[config.mk]
export PLATFORM = sky130hd
export DESIGN_NAME = mux_arbiter
export DESIGN_NICKNAME = d
export VERILOG_FILES = /design/src/rtl/mux_arbiter.sv
export SDC_FILE = /design/constraint.sdc
export NUM_CORES = 1
export LEC_CHECK = 0
export CAP_MARGIN = 20
export CORE_AREA = 2 2 39 41
export DETAILED_ROUTE_END_ITERATION = 16
export DIE_AREA = 0 0 41 43
export DONT_BUFFER_PORTS = 1
export GPL_TIMING_DRIVEN = 0
export PLACE_DENSITY_LB_ADDON = 0.15
export SYNTH_ARGS = -nofsm -noshare
export SYNTH_HDL_FRONTEND = slang
export SYNTH_SLANG_ARGS = --single-unit
[constraint.sdc]
create_clock -name clk -period 3.2 [get_ports clk]
set_input_delay 0.8 -clock clk [delete_from_list [all_inputs] [get_ports clk]]
set_output_delay 0.8 -clock clk [all_outputs]
set_load 0.01 [all_outputs]
[src/rtl/mux_arbiter.sv]
// mux_arbiter: round-robin owner of a 2:1 mux select line shared by two
// requesters (X and Y). A grant is held for a whole burst (closed by last)
// and beats are registered into a one-entry output stage with valid/ready.
// Optional feature: define MUX_ARB_BURST_LIMIT_EN to force rotation after
// BURST_MAX beats when the other requester is waiting.
//
// Handshake: a beat moves from a requester when gnt_* & req_* are both high
// at a rising edge; a beat leaves m when m_valid & m_ready are both high at a
// rising edge. gnt_* already includes output-stage space, so it acts as the
// requester's ready.
module mux_arbiter #(
  parameter int W         = 2,
  parameter int BURST_MAX = 4
) (
  input  logic         clk,
  input  logic         rst,
  input  logic         req_x,
  input  logic [W-1:0] data_x,
  input  logic         last_x,
  output logic         gnt_x,
  input  logic         req_y,
  input  logic [W-1:0] data_y,
  input  logic         last_y,
  output logic         gnt_y,
  output logic         sel,
  output logic [W-1:0] m,
  output logic         m_valid,
  input  logic         m_ready
);

  typedef enum logic [1:0] {
    IDLE    = 2'd0,
    GRANT_X = 2'd1,
    GRANT_Y = 2'd2
  } state_e;

  localparam int CW = $clog2(BURST_MAX + 1);
  localparam logic [CW-1:0] CNT_MAX = CW'(BURST_MAX);
  localparam logic [CW-1:0] CNT_ONE = CW'(1);
`ifdef MUX_ARB_BURST_LIMIT_EN
  localparam logic [CW-1:0] CNT_LAST = CW'(BURST_MAX - 1);
`endif

  state_e        state_q, state_d;
  logic          ptr_q, ptr_d;      // last owner released: 0 = X, 1 = Y
  logic          sel_q, sel_d;
  logic [CW-1:0] cnt_q, cnt_d;      // accepted beats in current grant
  logic [W-1:0]  m_q, m_d;
  logic          m_valid_q, m_valid_d;

  logic space;
  logic acc_x, acc_y;
  logic release_own;
  logic lim_hit;

  assign space   = !m_valid_q | m_ready;
  assign gnt_x   = (state_q == GRANT_X) & space;
  assign gnt_y   = (state_q == GRANT_Y) & space;
  assign acc_x   = gnt_x & req_x;
  assign acc_y   = gnt_y & req_y;
  assign sel     = sel_q;
  assign m       = m_q;
  assign m_valid = m_valid_q;

  // Next-state, round-robin pointer, select and beat counter.
  always_comb begin
    state_d     = state_q;
    ptr_d       = ptr_q;
    sel_d       = sel_q;
    cnt_d       = cnt_q;
    release_own = 1'b0;
    lim_hit     = 1'b0;
    case (state_q)
      IDLE: begin
        // ptr_q == 1 means Y was served last, so X wins a tie.
        if (req_x && (!req_y || ptr_q)) state_d = GRANT_X;
        else if (req_y)                 state_d = GRANT_Y;
      end
      GRANT_X: begin
`ifdef MUX_ARB_BURST_LIMIT_EN
        lim_hit = acc_x & req_y & (cnt_q >= CNT_LAST);
`endif
        release_own = !req_x | (acc_x & last_x) | lim_hit;
        if (release_own) begin
          ptr_d   = 1'b0;
          state_d = req_y ? GRANT_Y : IDLE;
        end
      end
      GRANT_Y: begin
`ifdef MUX_ARB_BURST_LIMIT_EN
        lim_hit = acc_y & req_x & (cnt_q >= CNT_LAST);
`endif
        release_own = !req_y | (acc_y & last_y) | lim_hit;
        if (release_own) begin
          ptr_d   = 1'b1;
          state_d = req_x ? GRANT_X : IDLE;
        end
      end
      default: state_d = IDLE;
    endcase

    // Counter clears on release and saturates at BURST_MAX otherwise.
    if (release_own)                            cnt_d = '0;
    else if ((acc_x | acc_y) && cnt_q != CNT_MAX) cnt_d = cnt_q + CNT_ONE;

    // Select follows the owner; it holds its last value through IDLE.
    case (state_d)
      GRANT_X: sel_d = 1'b0;
      GRANT_Y: sel_d = 1'b1;
      default: sel_d = sel_q;
    endcase
  end

  // One-entry output stage: accept replaces (and drains) the held beat.
  always_comb begin
    m_d       = m_q;
    m_valid_d = m_valid_q;
    if (acc_x | acc_y) begin
      m_d       = sel_q ? data_y : data_x;
      m_valid_d = 1'b1;
    end else if (m_ready) begin
      m_valid_d = 1'b0;
    end
  end

  // State and datapath registers with synchronous reset.
  always_ff @(posedge clk) begin
    if (rst) begin
      state_q   <= IDLE;
      ptr_q     <= 1'b1;
      sel_q     <= 1'b0;
      cnt_q     <= '0;
      m_q       <= '0;
      m_valid_q <= 1'b0;
    end else begin
      state_q   <= state_d;
      ptr_q     <= ptr_d;
      sel_q     <= sel_d;
      cnt_q     <= cnt_d;
      m_q       <= m_d;
      m_valid_q <= m_valid_d;
    end
  end

endmodule

# == Word-level counts from Yosys, hierarchy flattened ==
# Index checks and enable logic that the tools add are counted.
# word_totals
output_inout_bits,6
latchBits,0
mem_count,0
ram_bits,0
reg_bits,7
input_bits,11
mem_bits_ro,0
wordCells,45
# classes
div,0
bitwise,10
magnitude_cmp,0
n_eq_ne,6
mul,0
reduce_logical,10
add_sub_neg,0
shift,0
mux,14
# ops
op,count
$mux W2,6
$and A1 B1 Y1,6
$pmux W2 S3,1
$reduce_bool A2 Y1,3
$mux W1,5
$eq A2 B1 Y1 const B,2
$eq A2 B2 Y1 const B,2
$ne A2 B1 Y1 const B,2
$or A1 B1 Y1,4
$pmux W1 S2,2
$logic_not A1 Y1,3
$reduce_and A3 Y1,1
$logic_not A2 Y1,1
$logic_and A1 B1 Y1,1
$logic_or A1 B1 Y1,1

# == Depth between registers and ports, before layout ==
# logic_depth
word_depth,10
ltp_mapped,9
depth_no_buf,9

# == Worst setup path after synthesis ==
# No wires, ideal clock.
# synth_path
path_kind,input port to flip-flop
startpoint,in m_ready
endpoint,reg sel_q (netlist: sel)
path_slack_ns,1.146
path_stages,7
t_required_ns,3.073
setup_time_ns,0.127
path_buffers,0
arrival_ns,1.927
path_cell_list,and2b_1 o21ai_0 a32oi_1 a21o_2 ha_1 mux2i_1 nor2_1
# synth_between
elab_chain_cells,9
elab_cells_between_ends,16
cone_classes,eq/ne: 2; mux: 4; bitwise: 9; reduce/logical: 1
# synth_rtl
element,line,source
from (decl),28,input logic m_ready
$or A1 B1 Y1 *,56,assign space = !m_valid_q | m_ready;
"$and A1 B1 Y1, on equally long branches","58, 57",
"$and A1 B1 Y1, on equally long branches","60, 59",
"$and A1 B1 Y1, on equally long branches","93, 83",
"$or A1 B1 Y1, on equally long branches","93, 83",
"$mux W2, on equally long branches","94, 84",
$pmux W2 S3 *,73,case (state_q)
$eq A2 B2 Y1 or $eq A2 B1 Y1 (tied branches),107,case (state_d)
$pmux W1 S2 or $reduce_bool A2 Y1 (tied branches),--,
to (signal assigned),138,sel_q <= sel_d;
to (decl),46,"logic sel_q, sel_d;"
# Every way passes the cells marked *; elsewhere a longest branch is shown, timed or not.
# A chain may end at the register's enable or synchronous reset.

# == Final worst setup path ==
# layout_path
startpoint,reg state_q[0]
endpoint,out gnt_y
# layout_between
elab_chain_cells,2
# layout_rtl
element,line,source
from (decl),44,"state_e state_q, state_d;"
from (signal assigned),136,state_q <= state_d;
$eq A2 B2 Y1,58,assign gnt_y = (state_q == GRANT_Y) & space;
$and A1 B1 Y1,58,
to (decl),24,"output logic gnt_y,"
# Every way passes these cells.

==> metrics.txt <==
outcome finished, final reports clean; sw frac about 35%; Leakage 0.2138 nW; sequential cell area roughly 140 sq um; Cell Chain, Critical Path inv_1, ha_1, and2_1; Logic pwr share 36.1%; Seq pwr share roughly 40%; post-route insts no fill 74; Mean Syn Cell Area approximately 8.9 sq um; unrepaired setup endpoints after global routing no; antenna-violating nets left 0; Post-synth ARST share 0%; design area 526.8 sq um; f_max around 510 MHz; Rows 14; Max Cap Violations 0; top_reg_cell synth dfxtp_1; DIE HEIGHT 43 um; initial antenna violation count 0; Initial Utilization 34.72%; n_diodes 0; placed instance area between 500 and 600 sq um; CP max-delay cell dfxtp_1; Post-Syn Area 480.5 sq um; clk_skew approximately 1.8 ps; switching pwr 0.0001130 W; multi-input logic area around 320 sq um; DPL Wire Length 754.4 um; worst-path maximum fanout 5; largest family of logic cells by synthesized area compound AO/OA/AOI/OAI gates; number of setup violations in the final report 0; adder-cell share of the synthesized area about an eighth; net count after synthesis 70; post-placement cell count 70; setup tns final 0 ps; cts hold-fix bufs 0; Warnings, synthesis 0; Resized Gates After CTS 0; postcts setup bufs 0; Worst Hold Slack 533.2 ps; Critical Path AT 1160 ps; post-synth top area share 29.17%; Clock Latency Late Sink ~240 ps; 1st-pass router iterations 4; critical path endpoint category output port; post-synth cell types 23; power share of the clock group about a quarter; layout cell share with drive strength beyond 1 18.97%; drt wl/cell 12.31 um; nets 75; total power 0.0003262 W; Worst setup SP type register; grt total ovfl 0; Data required, critical path approximately 2400 ps; Synth area leader dfxtp_1; post-synthesis simple-gate area fraction 16.93%; Commonest cells post-synth dfxtp_1 (7), nor2_1 (6), ha_1 (5), inv_1 (4), mux2i_1 (4); DR iter-0 viols 6; final WL 911 um; flops & latches, synth 7; number of global-route vias before repair approximately 380; post-synthesis xor/xnor area fraction 0%; H-tree depth 1; register area share after synthesis 29.17%; Slew @ Worst Pin 390.5 ps; CTS tree done; pin count of the biggest net entering global routing 9; GRT Total Usage 12.66%; max-slew violations 0; first-pass GRT wire length 1462 um; clk root buf clkbuf_4; internal reg-to-reg setup slack 1280 ps; Synth area leaders dfxtp_1 (29%), ha_1 (13%), mux2i_1 (8.3%); CORE AREA 1384 sq um; DR DRC count 0; Vias around 380; cell area power density 619.2 nW/um^2; Hold Path Class reg -> reg; Synth Area in Compound Gates 28.65%; Vias/cell 5.176; mux share of post-synthesis cell area ~8.3%; Crit Path Category reg -> out; cell count after synthesis between 50 and 60; fill count around 160; Bufs on Longest Clock Path 2; VDD IR max 281.8 uV; slew margin rel. 73.97%; final period utilization 61.35%; CTS sink cnt 7; num ports 17; final hold violation count 0; die area around 1800 sq um; EDFF count, synth 0; delay of the slowest cell on the worst path 400 ps; IO buf count 0; most frequent cell after synthesis dfxtp_1; final worst path period need 1963 ps; clock slew at reported path FFs roughly 50 ps; GPL Wtd Cong 0.6890; Synth-to-Final Area Change 9.635%; cts bufs inserted 3; chip width 41 um; P_int 0.0002132 W
[flip-flops by register name, indices dropped and copies added (netlist names)]
register / count
m: 2
state_q: 2
m_valid: 1
ptr_q: 1
sel: 1
[layout by cell type (no fill, tap or decap), types with 2 or more instances in the layout]
cell / instances
a211oi_1: 2
a211oi_2: 2
a21oi_1: 2
a21oi_2: 3
and2_1: 2
clkbuf_1: 2
clkbuf_4: 3
dfxtp_1: 7
ha_1: 5
inv_1: 4
mux2i_1: 4
nand2_1: 3
nor2_1: 6
o21ai_0: 2
o21ai_1: 2
[per-stage QoR]
stage | setup slack (ps) | utilization [%]
after detailed placement | 1008 | 36.17
after floorplan | 1146 | -
after CTS | 1215 | 38.07
after global placement | 1039 | 36.17
final | 1237 | 38.07
after global routing | 1084 | 38.07
[routing by layer]
metal  global-route usage (%)  vias to the layer above  share of wire, %
li1                         -                      203                 -
met1                    17.10                      163                46
met2                    15.63                       15                44
met3                    2.618                        2               8.7
met4                    12.00                        0               1.1
met5                        0                        -                 0
[final cells by class]
cell class | instances | area share, %
multi-input combinational | 42 | 61.05
tap | 16 | 3.800
buffer | 1 | 0.7126
sequential | 7 | 26.60
clock buffer | 4 | 4.988
inverter | 4 | 2.850
[worst paths after layout]
check	startpoint	to	cells after the start
worst max-delay path	state_q[0]$_SDFF_PP0_	gnt_y	3
worst min register to register	ptr_q$_SDFFE_PP1P_	ptr_q$_SDFFE_PP1P_	2
worst min-delay path	ptr_q$_SDFFE_PP1P_	ptr_q$_SDFFE_PP1P_	2
worst max register to register	state_q[0]$_SDFF_PP0_	sel$_SDFFE_PP0P_	9
[critical path, delay by kind of cell, from the launching register on]
kind	cells	cell delay [ps]
adder cells (fa/ha/maj)	1	250
buffers and inverters	1	80
flip-flops	1	400
AND/OR/NAND/NOR	1	190
[power groups by stage]
stage	Clock, W	Sequential [W]	Combinational [W]
floorplan	0	0.000128	0.000102
global placement	0	0.000133	0.000118
detailed placement	0	0.000133	0.000119
CTS	0.0000833	0.000131	0.000119
global route	0.0000890	0.000135	0.000134
finish	0.0000777	0.000131	0.000118
[kinds of logic after synthesis]
family	Yosys count
fa+ha+maj	5
buf+inv	5
mux	4
simple gates	15
flops	7
compound gates	18
No activity file was read; power rests on OpenSTA's default activity.
